**src/rtl/f1_random_delay.sv**
```systemverilog
`default_nettype none
// ============================================================================
// Module      : f1_random_delay
// Description : Pseudo-random hold-off timer for the F1 start-lights game.
//               A free-running 7-bit Fibonacci LFSR (x^7+x^6+1) supplies a
//               random offset; a start edge captures
//               MIN_MS + (lfsr << SCALE_SH), which is counted down in 1 ms
//               ticks.  Expiry produces a one-cycle time_out pulse.
// Options     : F1_DELAY_ABORT_EN - when defined, abort cancels a running
//               countdown; otherwise abort is ignored.
// Revision    : 1.0 - initial release
// ============================================================================
module f1_random_delay #(
    parameter int unsigned MIN_MS   = 250,
    parameter int unsigned SCALE_SH = 4,
    parameter int unsigned CNT_W    = 14
) (
    input  logic             sysclk,
    input  logic             rst,
    input  logic             tick,
    input  logic             en_lfsr,
    input  logic             start_delay,
    input  logic             abort,
    output logic             time_out,
    output logic             busy,
    output logic [6:0]       lfsr_q,
    output logic [CNT_W-1:0] count_q
);

    localparam logic [1:0] S_IDLE  = 2'd0;
    localparam logic [1:0] S_COUNT = 2'd1;
    localparam logic [1:0] S_DONE  = 2'd2;

    localparam logic [CNT_W-1:0] C_MIN = CNT_W'(MIN_MS);
    localparam logic [CNT_W-1:0] C_ONE = CNT_W'(1);

    logic [1:0]       state_q;
    logic [1:0]       state_d;
    logic [CNT_W-1:0] count_d;
    logic [6:0]       lfsr_d;
    logic             start_q;
    logic             start_evt;
    logic             abort_req;
    logic [CNT_W-1:0] load_val;

`ifdef F1_DELAY_ABORT_EN
    assign abort_req = abort;
`else
    logic unused_abort;
    assign unused_abort = abort;
    assign abort_req    = 1'b0;
`endif

    assign start_evt = start_delay & ~start_q;

    // Delay captured from the pre-step LFSR value, zero-extended to CNT_W.
    assign load_val = C_MIN + (CNT_W'(lfsr_q) << SCALE_SH);

    // Outputs decode directly from registered state only.
    assign busy     = (state_q == S_COUNT) || (state_q == S_DONE);
    assign time_out = (state_q == S_DONE);

    // LFSR next state: lock-up recovery from zero takes priority over enable.
    always_comb begin
        lfsr_d = lfsr_q;
        if (lfsr_q == 7'h00) begin
            lfsr_d = 7'h01;
        end else if (en_lfsr) begin
            lfsr_d = {lfsr_q[5:0], lfsr_q[6] ^ lfsr_q[5]};
        end
    end

    // Countdown FSM next-state and counter logic.
    always_comb begin
        state_d = state_q;
        count_d = count_q;
        case (state_q)
            S_IDLE: begin
                if (start_evt) begin
                    state_d = S_COUNT;
                    count_d = load_val;
                end
            end
            S_COUNT: begin
                if (abort_req) begin
                    state_d = S_IDLE;
                    count_d = '0;
                end else if (tick) begin
                    count_d = count_q - C_ONE;
                    if (count_q == C_ONE) begin
                        state_d = S_DONE;
                    end
                end
            end
            S_DONE: begin
                state_d = S_IDLE;
            end
            default: begin
                state_d = S_IDLE;
                count_d = '0;
            end
        endcase
    end

    // State, counter, LFSR and start-edge registers with synchronous reset.
    always_ff @(posedge sysclk) begin
        if (rst) begin
            state_q <= S_IDLE;
            count_q <= '0;
            lfsr_q  <= 7'h01;
            start_q <= 1'b0;
        end else begin
            state_q <= state_d;
            count_q <= count_d;
            lfsr_q  <= lfsr_d;
            start_q <= start_delay;
        end
    end

endmodule
`default_nettype wire
```
**config.mk**
```make
export PLATFORM = sky130hd
export DESIGN_NAME = f1_random_delay
export DESIGN_NICKNAME = d
export VERILOG_FILES = /design/src/rtl/f1_random_delay.sv
export SDC_FILE = /design/constraint.sdc
export NUM_CORES = 1
export LEC_CHECK = 0
export CORE_ASPECT_RATIO = 1.2
export CORE_MARGIN = 2
export CORE_UTILIZATION = 50
export DETAILED_ROUTE_END_ITERATION = 6
export GPL_ROUTABILITY_DRIVEN = 0
export GPL_TIMING_DRIVEN = 0
export PLACE_DENSITY = 0.75
export SLEW_MARGIN = 5
export SYNTH_ARGS = -nofsm -noshare
export SYNTH_HDL_FRONTEND = slang
export SYNTH_SLANG_ARGS = --single-unit
```
**constraint.sdc**
```tcl
create_clock -name sysclk -period 2.29 [get_ports sysclk]
set_input_delay 0.3435 -clock sysclk [delete_from_list [all_inputs] [get_ports sysclk]]
set_output_delay 0.3435 -clock sysclk [all_outputs]
set_load 0.03 [all_outputs]
```
# Word-level counts from Yosys, hierarchy flattened
# Cells that the tools add are included.
[op_classes]
n_addsub = 2
n_eq_ne = 6
n_mux = 7
bitwise = 4
reduce_logical = 6
[ops]
columns = ["op", "n"]
rows = [
  ["14-bit one-hot mux with 3 select lines", 1],
  ["14-bit 2-to-1 mux", 2],
  ["14-bit by 1-bit equality test with 1-bit output (second input constant)", 1],
  ["14-bit by 1-bit subtractor with 14-bit output (second input constant)", 1],
  ["8-bit by 11-bit adder with 12-bit output (first input constant)", 1],
  ["7-bit logical NOT", 1],
  ["2-bit 2-to-1 mux", 3],
  ["3-bit AND reduction", 2],
  ["2-bit inequality test (second input constant)", 2],
  ["2-bit one-hot mux with 2 select lines", 1],
  ["2-bit by 1-bit equality test with 1-bit output (second input constant)", 1],
  ["2-bit equality test (second input constant)", 1],
  ["2-bit logical NOT", 1],
  ["2-bit by 1-bit inequality test with 1-bit output (second input constant)", 1],
  ["1-bit inverter", 2],
  ["2-bit OR reduction", 1],
  ["1-bit bitwise AND", 1],
  ["1-bit logical OR", 1],
  ["1-bit XOR", 1],
]
[word_totals]
ff_bits = 24
in_bits = 6
output_inout_bits = 23
wordCells = 29

# Depth between registers and ports, before layout
# Gate-level depths: netlist of run 1.
[logic_depth]
depth_word = 4
ltp_mapped = 7
mapped_depth_nobuf = 7

# Worst setup path before layout of run 1
# Ideal clock, no wire load.
[synth_timing]
path_type = "flip-flop to flip-flop"
startpoint = "register count_q[0]"
endpoint = "register count_q[12]"
setup_ns = 0.115
t_arrival_ns = 1.698
required_time_ns = 2.175
path_slack_ns = 0.477
stages_incl_launch_ff = 8
n_path_buf = 0
synth_period_minus_slack_ns = 1.813
path_cell_list = "dfxtp_1 -> inv_1 -> ha_1 -> or3b_1 -> nor2b_1 -> nand3_1 -> xnor2_1 -> and2_1"
[synth_between]
elab_chain_cells = 3
[synth_lines]
columns = ["element", "line_no", "source"]
rows = [
  ["start, declared", "27", "output logic [CNT_W-1:0] count_q"],
  ["start signal, assigned", "114", "count_q <= count_d;"],
  ["14-bit by 1-bit subtractor with 14-bit output", "89", "count_d = count_q - C_ONE;"],
  ["14-bit 2-to-1 mux", "88", "end else if (tick) begin"],
  ["14-bit one-hot mux with 3 select lines", "77", "case (state_q)"],
]
# No other way between the ends. The select of a mux whose other input is x is not followed.
# A chain may end at the register's enable or synchronous reset.

# Worst setup path after layout of run 1
[layout_timing]
startpoint = "register state_q[0]"
endpoint = "output port busy"
[layout_between]
elab_chain_cells = 2
elab_cells_between_ends = 3
classes_between = "eq/ne (2); reduce/logical (1)"
[layout_lines]
columns = ["element", "line_no", "source"]
rows = [
  ["start, declared", "37", "logic [1:0] state_q;"],
  ["start signal, assigned", "113", "state_q <= state_d;"],
  ["2-bit by 1-bit equality test with 1-bit output or 2-bit equality test (tied branches)", "60", "assign busy = (state_q == S_COUNT) || (state_q == S_DONE);"],
  ["1-bit logical OR *", "60", ""],
  ["end, declared", "25", "output logic busy,"],
]
# Mark *: on every way between the ends. The rest lies on a longest branch, timed or not.

==> summary.txt, run 1 <==
Floorplanning
  – Row count: 21
  – Initial Utilization: 51.3%
  – Num ports: 29
  – Die Wd: 52.3 um
  – Die ar.: approximately 3200 sq um
  – Core box area: ~2700 sq um
  – Die Y: 62.0 um

STA
  – Hold Violations, Final: 0
  – Relative slew margins: 56.6%
  – Min Clock Period, post-route: 2.07 ns
  – Post-Route Skew: around 0.002 ns
  – Pins Over Slew Limit: 0
  – Unrepaired setup endpoints after global routing: no
  – Setup violators final: 0
  – Final period utilization: 90.3%
  – Final setup TNS: 0 ns
  – Hold WS: 0.395 ns
  – Worst-margin pin slew: roughly 0.64 ns
  – Max Clock Freq: 483 MHz

Clocking
  – Cts repair resizes: 0
  – Root cell of the clock tree: clkbuf_4
  – Max clock buf depth: 2
  – CTS Buf Count: 3
  – Number of setup buffers added after CTS: 0
  – CTS tree: done
  – Htree depth: 1
  – # hold bufs at CTS: 0
  – Clock Latency Late Sink: 0.33 ns
  – Clock sink total: 24
  – Clock slew at reported path FFs: 0.14 ns

Worst setup path
  – Critical path fanouts, max: 3
  – Kind of end point of the critical path: output port
  – Worst R2R Path Depth: 7
  – Startpoint types: register
  – Worst endpoint required time: 1.95 ns
  – Worst Path Arrival: between 1.5 and 2 ns
  – WS Path Type: register to output port

Finish
  – Design area: ~1700 sq um
  – Diode count: 0
  – Fraction of layout cells with a size suffix above 1: 4.57%
  – Post-layout nets: 212
  – Area grow syn2layout: 23.5%

Logic synthesis
  – Top-count cell post-synth: dfxtp_1
  – Synth area leaders: dfxtp_1 34%, ha_1 7.1%, mux2i_1 5.0%, xnor2_1 4.4%, a21oi_1 4.3%
  – Synth warnings: 0
  – Seq/Total Area, Yosys: about 34%
  – Average size of a mapped cell: approximately 8.3 sq um
  – Synth area leader: dfxtp_1
  – Cell variety after synth: 40
  – #FFs+latches synth: 24
  – Mapped Cells: 168
  – Net Count, Synth: 182
  – Synth top cells by count: 24 x dfxtp_1, 14 x nor2_1, 12 x a21oi_1
  – Fraction of synthesis flops using an asynchronous set or reset pin: 0%
  – Post-synth EDFFs: 0
  – Ys flop type: dfxtp_1
  – Area share of the largest cell type after synthesis: between 30% and 40%
  – Post-synthesis cell area: 1400 sq um

GRT
  – GRT Total Usage: ~23%
  – Vias in the first global route: 1,297
  – Initial antenna violation count: 0
  – Global-route wire length before repair: 5.61 mm
  – Gr ovfl total: 0
  – Largest net degree at the start of global routing: 14

Detailed routing
  – DRC Markers: 0
  – Wirelength, routed: 3.31 mm
  – DRC marker count from the first detailed-route iteration: 43
  – Via density: 5.68
  – TritonRoute pass-1 iters: 4
  – Vias: 1,313
  – DR WL/cell: approximately 14 um
  – Routed Antenna Nets: 0

Power
  – Peak VDD IR: about 0.54 mV
  – Leak pwr: 0.676 nW
  – Cell Pwr Density: 1020 nW/um^2

Place
  – Port Buffers: 25
  – Placed inst area: 1690 sq um
  – DP HPWL: roughly 2.5 mm

Job
  – Max-Cap Viols: 0

Worst hold path
  – Hold Path Depth: 2
  – Hold WC Path Type: input port to register

Outcome
  – Status: finished clean
## worst paths after layout
| path | startpoint | endpoint | slack, ns |
|---|---|---|---|
| min | rst | count_q[7] | 0.40 |
| max | state_q[0] | busy | 0.22 |
| max reg2reg | state_q[1] | count_q[7] | 0.25 |
| min reg2reg | count_q[1] | count_q[1] | 0.52 |
## metrics by stage
stage                     instances  util [%]  setup WS, ns  total power, mW
after floorplan                 168         -         0.477             1.25
after global placement          227      62.0        0.0103             1.50
after detailed placement        227      62.0       0.00462             1.53
after global routing            231      63.3         0.138             1.90
after CTS                       231      63.3         0.211             1.76
final                           231      63.3         0.222             1.76
## metal layers
metal	global-route usage (%)	share of wire (%)
met5	0	0
met4	10.3	1.9
met3	2.87	3.7
met2	41.8	51
met1	27.1	43
## worst max-delay path, stage by stage, from the launching register on
cell and delay [ns]:
dfxtp_1 0.38, inv_1 0.08, ha_1 0.28, clkdlybuf4s50_1 0.66
## cell usage in the layout (no fill, tap or decap), types with 6 or more instances in the layout
cell type,n
mux2i_1,7
nor3_1,6
dfxtp_1,24
nor2_1,14
inv_1,10
o21ai_0,8
xnor2_1,7
clkdlybuf4s50_1,25
a21oi_1,12
nand2_1,11
ha_1,8
## logic make-up after synthesis
| kind of cell | Yosys count | synth area share (%) |
|---|---|---|
| compound gates | 38 | 17.8 |
| xor+xnor | 10 | 6.25 |
| fa+ha+maj | 8 | 7.14 |
| buf+inv | 18 | 5.00 |
| flops | 24 | 34.3 |
| mux | 7 | 5.00 |
| simple gates | 63 | 24.6 |
## power by group
part | internal, mW | leakage, nW | switching (mW) | total (mW)
Clock | 0.0974 | 0.0210 | 0.137 | 0.235
Combinational | 0.386 | 0.459 | 0.565 | 0.951
Sequential | 0.488 | 0.196 | 0.0896 | 0.578
## final cells by class
| cell class | instances | area (sq um) |
|---|---|---|
| Fill cell | 256 | 1000 |
| Multi-Input combinational cell | 126 | 851 |
| Sequential cell | 24 | 480 |
| Timing Repair Buffer | 25 | 250 |
| Tap cell | 34 | 42.5 |
| Inverter | 11 | 41.3 |
| Clock buffer | 4 | 36.3 |
| Buffer | 7 | 28.8 |
## state kept, by name, indices dropped and copies added (netlist names)
signal / cells
state_q: 2
start_q: 1
lfsr_q: 7
count_q: 14
(Power assumes the default switching activity.)
==> run 2: changes to the inputs <==
- CORE_MARGIN: 2 -> 3
- SKIP_LAST_GASP: default -> 1
==> run 2 against run 1 <==
Clock power is 4% lower. Die area is 7.2% higher. Sequential power hardly changed. Sequential share of layout area hardly changed. Critical path depth stayed put.
==> summary.txt, run 2 (synthesis gave the netlist of run 1 again) <==
Detailed routing
  – DRC Markers: 0
  – Via density: roughly 5.8
  – Wirelength, routed: approximately 3.3 mm
  – DR WL/cell: 14.4 um
  – DRC marker count from the first detailed-route iteration: 31
  – Routed Antenna Nets: 0
  – Vias: 1,331
  – TritonRoute pass-1 iters: 5

Power
  – Peak VDD IR: between 0.5 and 0.6 mV
  – Cell Pwr Density: 1010 nW/um^2
  – Leak pwr: roughly 0.68 nW

Finish
  – Largest reg by FF count: count_q
  – Diode count: 0
  – Most frequent cells in the layout: 25 x clkdlybuf4s50_1, 24 x dfxtp_1, 14 x nor2_1
  – Final core utilization: 66.4%
  – Top Registers: count_q: 14 flops, lfsr_q: 7 flops, state_q: 2 flops
  – Fraction of layout cells with a size suffix above 1: 4.57%
  – Final cell count without fillers: 230
  – Area grow syn2layout: 23.4%
  – Post-layout nets: 212
  – Commonest non-fill, non-tap cell in the layout: clkdlybuf4s50_1
  – Largest register FFs: 14

Clocking
  – Htree depth: 1
  – # hold bufs at CTS: 0
  – Clock Latency Late Sink: 0.32 ns
  – Cts repair resizes: 0
  – Number of setup buffers added after CTS: 0
  – Max clock buf depth: 2
  – Clock sink total: 24
  – CTS Buf Count: 3
  – CTS tree: done
  – Root cell of the clock tree: clkbuf_4
  – Clock slew at reported path FFs: ~0.13 ns

GRT
  – Largest net degree at the start of global routing: 14
  – Initial antenna violation count: 0
  – Vias in the first global route: 1,318
  – GRT Total Usage: 22.0%
  – Gr ovfl total: 0
  – Global-route wire length before repair: 5.93 mm

STA
  – Hold WS: 0.420 ns
  – Max Clock Freq: 491 MHz
  – Hold Violations, Final: 0
  – Post-Route Skew: 0.00286 ns
  – Worst-margin pin slew: 0.603 ns
  – Final setup TNS: 0 ns
  – Setup ws final: between 0.2 and 0.3 ns
  – Unrepaired setup endpoints after global routing: no
  – Min Clock Period, post-route: 2.04 ns
  – Final period utilization: about nine tenths
  – Setup violators final: 0
  – Relative slew margins: 59.4%
  – Pins Over Slew Limit: 0

Floorplanning
  – Num ports: 29
  – Die Wd: about 54 um
  – Die Y: 64.0 um
  – Initial Utilization: 53.8%
  – Die ar.: 3480 sq um
  – Row count: 20
  – Core box area: around 2600 sq um

Place
  – Placed cell count: 226
  – Port Buffers: 25
  – Dpl ws: -0.0100 ns
  – DP HPWL: about 2.5 mm

Worst setup path
  – Startpoint types: register
  – Worst endpoint required time: 1.95 ns
  – Worst Path Arrival: 1.69 ns
  – WS Path Type: register to output port
  – Kind of end point of the critical path: output port
  – Critical path fanouts, max: 3

Outcome
  – Status: finished clean

Job
  – Max-Cap Viols: 0

Worst hold path
  – Hold WC Path Type: input port to register
-- run 2: cell counts in the layout (fill, tap and decap cells not counted) --
Identical to the previous run, type by type.
-- run 2: metrics by stage --
stage	power (mW)	cell area, sq um
final	1.76	1730
after floorplan	1.25	1400
after CTS	1.75	1730
after detailed placement	1.53	1690
after global placement	1.51	1690
after global routing	1.89	1730
-- run 2: final cells by class --
cell class,instances,area (sq um)
flip-flops and latches,24,480
well taps,33,41.3
clock buffers,4,36.3
plain buffers,7,28.8
repair buffers,25,250
multi-input cells,126,851
inverters,11,41.3
fillers,237,873
-- run 2: worst max-delay path, cell delays in order, from the launching register on --
cell	delay [ns]
dfxtp_1	0.37
inv_1	0.07
ha_1	0.28
clkdlybuf4s50_1	0.66
-- run 2: path summary, 6_finish.rpt --
kind	from	to	slack [ns]	cells past startpoint
worst max-delay path	state_q[0]	busy	0.25	3
worst min-delay path	rst	count_q[7]	0.42	2
worst max register to register	state_q[0]	count_q[7]	0.26	7
worst min register to register	count_q[1]	count_q[1]	0.52	2
-- run 2: power by group --
part	switching, mW	internal [mW]
combinational	0.564	0.387
clock	0.129	0.0972
sequential	0.0902	0.488
-- run 2: metal layers --
metal | vias to the layer above | share of wire [%] | global-route usage [%]
met5 | - | 0 | 0
met4 | 0 | 1.4 | 9.35
met3 | 5 | 5.9 | 3.73
met2 | 57 | 50 | 34.3
met1 | 609 | 43 | 29.0
li1 | 660 | - | -
==> run 3: changes to the inputs <==
- CORE_UTILIZATION: 50 -> 47
- PLACE_DENSITY: 0.75 -> 0.71
==> run 3 against run 2 <==
Sequential cell count did not move. Highest routed layer unchanged. Worst hold slack got worse by 0.048 ns. Wire length rose by 4.0%. Cell area rose by 1.0%. Via count rose by 0.53%. Sequential share of layout area fell by 0.28 points. Sequential power rose by 0.7%. Register-to-register slack improved by 0.07 ns.
==> summary.txt, run 3 (synthesis gave the netlist of run 1 again) <==
Worst setup path
  – Crit-path max cell delay: 0.66 ns
  – CP startpoint: state_q[0]
  – Reg2reg start: state_q[0]
  – Family with the most delay on the worst path: buffers and inverters
  – Worst R2R Path Depth: 7
  – Reg-to-reg slack, setup: 0.33 ns
  – Critical path fanouts, max: 3
  – CP cell instances: inv_1, ha_1, clkdlybuf4s50_1
  – Worst endpoint required time: 1.95 ns
  – Levels on crit path: 3
  – WS Path Type: register to output port
  – Setup crit end: busy
  – Startpoint types: register
  – Kind of end point of the critical path: output port
  – Max stage delay cell, worst path: clkdlybuf4s50_1
  – Crit Reg-Reg Endpoint: count_q[7]
  – Buf+Inv Stages, Crit Path: 2
  – Worst Path Arrival: 1.73 ns

Finish
  – Post-layout nets: 212
  – Top Registers: count_q: 14 flops, lfsr_q: 7 flops, state_q: 2 flops
  – Commonest non-fill, non-tap cell in the layout: clkdlybuf4s50_1
  – Fraction of layout cells with a size suffix above 1: 4.57%
  – Area grow syn2layout: 24.6%
  – Diode count: 0
  – Largest reg by FF count: count_q
  – Multi-input combinational cell area: 851 sq um
  – Filler Cell Count: 248
  – Most frequent cells in the layout: 25 x clkdlybuf4s50_1, 24 x dfxtp_1, 14 x nor2_1
  – Largest register FFs: 14
  – Sequential Area: between 400 and 500 sq um

GRT
  – Grt met3 use: 2.15%
  – Largest net degree at the start of global routing: 15
  – Global-route wire length before repair: 5.89 mm
  – GRT Total Usage: 19.7%
  – Global Route met2 Usage: 36.8%
  – Vias in the first global route: 1,261
  – Met1 GRT Util: 23.9%
  – Initial antenna violation count: 0
  – GR peak layer: met2
  – Gr ovfl total: 0

Clocking
  – Clock Latency Late Sink: 0.33 ns
  – Clock sink total: 24
  – Htree depth: 1
  – Root cell of the clock tree: clkbuf_4
  – Clock slew at reported path FFs: between 0.1 and 0.15 ns
  – Number of setup buffers added after CTS: 0
  – Cts repair resizes: 0
  – CTS tree: done
  – CTS Buf Count: 3
  – Max clock buf depth: 2
  – # hold bufs at CTS: 0

STA
  – Hold Violations, Final: 0
  – Unrepaired setup endpoints after global routing: no
  – Pins Over Slew Limit: 0
  – Post-Route Skew: between 0.003 and 0.004 ns
  – Setup violators final: 0
  – Min Clock Period, post-route: 2.07 ns
  – Worst-margin pin slew: 0.603 ns
  – Max Clock Freq: 483 MHz
  – Final period utilization: around nine tenths
  – Relative slew margins: 59.4%
  – Final setup TNS: 0 ns
  – Hold WS: 0.372 ns

Place
  – Port Buffers: 25
  – DP HPWL: 2.59 mm

Floorplanning
  – Die Y: 65.8 um
  – Core box area: approximately 2800 sq um
  – Die Wd: 55.8 um
  – Initial Utilization: 49.8%
  – Die ar.: between 3000 and 4000 sq um
  – Row count: 21
  – Num ports: 29

Power
  – Tot Pwr: 1.86 mW
  – Leak pwr: slightly below 0.7 nW
  – Peak VDD IR: 0.530 mV
  – Logic gate share of total power: 51.4%
  – Sw Ratio: 43.3%
  – Clk network pwr share: 17.2%
  – Sw Pwr: 804 uW
  – P_int: 1.05 mW
  – Cell Pwr Density: between 1000 and 1500 nW/um^2
  – Share of power burned in registers: around a third

Detailed routing
  – DRC Markers: 0
  – Vias: 1,338
  – Wirelength, routed: 3.43 mm
  – DRC marker count from the first detailed-route iteration: 54
  – Routed Antenna Nets: 0
  – DR WL/cell: 14.9 um
  – TritonRoute pass-1 iters: 4
  – Via density: 5.79

Worst hold path
  – Hold Path Depth: 2
  – Hold WC Path Type: input port to register

Job
  – Max-Cap Viols: 0

Outcome
  – Status: finished clean
-- run 3: worst min path at each step --
stage / slack (ns) / to / startpoint
final: 0.37 / count_q[7] / rst
after floorplan: 0.47 / start_q / start_delay
after CTS: 0.38 / count_q[7] / rst
after detailed placement: 0.50 / count_q[1] / count_q[1]
after global routing: 0.41 / count_q[7] / rst
after global placement: 0.49 / count_q[1] / count_q[1]
-- run 3: layout make-up --
| type | count | area share, % |
|---|---|---|
| Sequential cell | 24 | 27.5 |
| Multi-Input combinational cell | 126 | 48.7 |
| Clock inverter | 1 | 1.72 |
| Buffer | 7 | 1.65 |
| Tap cell | 34 | 2.44 |
| Inverter | 11 | 2.36 |
| Timing Repair Buffer | 25 | 14.3 |
| Clock buffer | 3 | 1.29 |
-- run 3: layer usage --
| metal | part of all wire (%) | vias up |
|---|---|---|
| met1 | 42 | 627 |
| met2 | 50 | 46 |
| li1 | - | 653 |
| met3 | 4.7 | 12 |
| met5 | 0 | - |
| met4 | 2.6 | 0 |
-- run 3: through the flow --
step | cells | worst slack (ns) | util, % | cell area (sq um)
2_1_floorplan | 168 | 0.477 | - | 1400
3_3_place_gp | 227 | -0.00583 | 60.3 | 1690
3_5_place_dp | 227 | 0.0344 | 60.3 | 1690
4_1_cts | 231 | 0.224 | 62.1 | 1750
5_1_grt | 231 | 0.103 | 62.1 | 1750
6_report | 231 | 0.220 | 62.1 | 1750
-- run 3: worst register-to-register path: stages (launching register included) --
cell and delay, ns:
dfxtp_1 0.38, inv_1 0.08, ha_1 0.22, a221oi_1 0.48, buf_2 0.32, o21ai_0 0.12, o2bb2ai_1 0.13, nor2b_1 0.13
-- run 3: power groups by stage --
stage	combinational [mW]	sequential [mW]	clock [mW]
finish	0.954	0.583	0.319
CTS	0.950	0.581	0.318
detailed placement	0.942	0.590	0
floorplan	0.557	0.694	0
global placement	0.924	0.584	0
global route	1.05	0.595	0.328
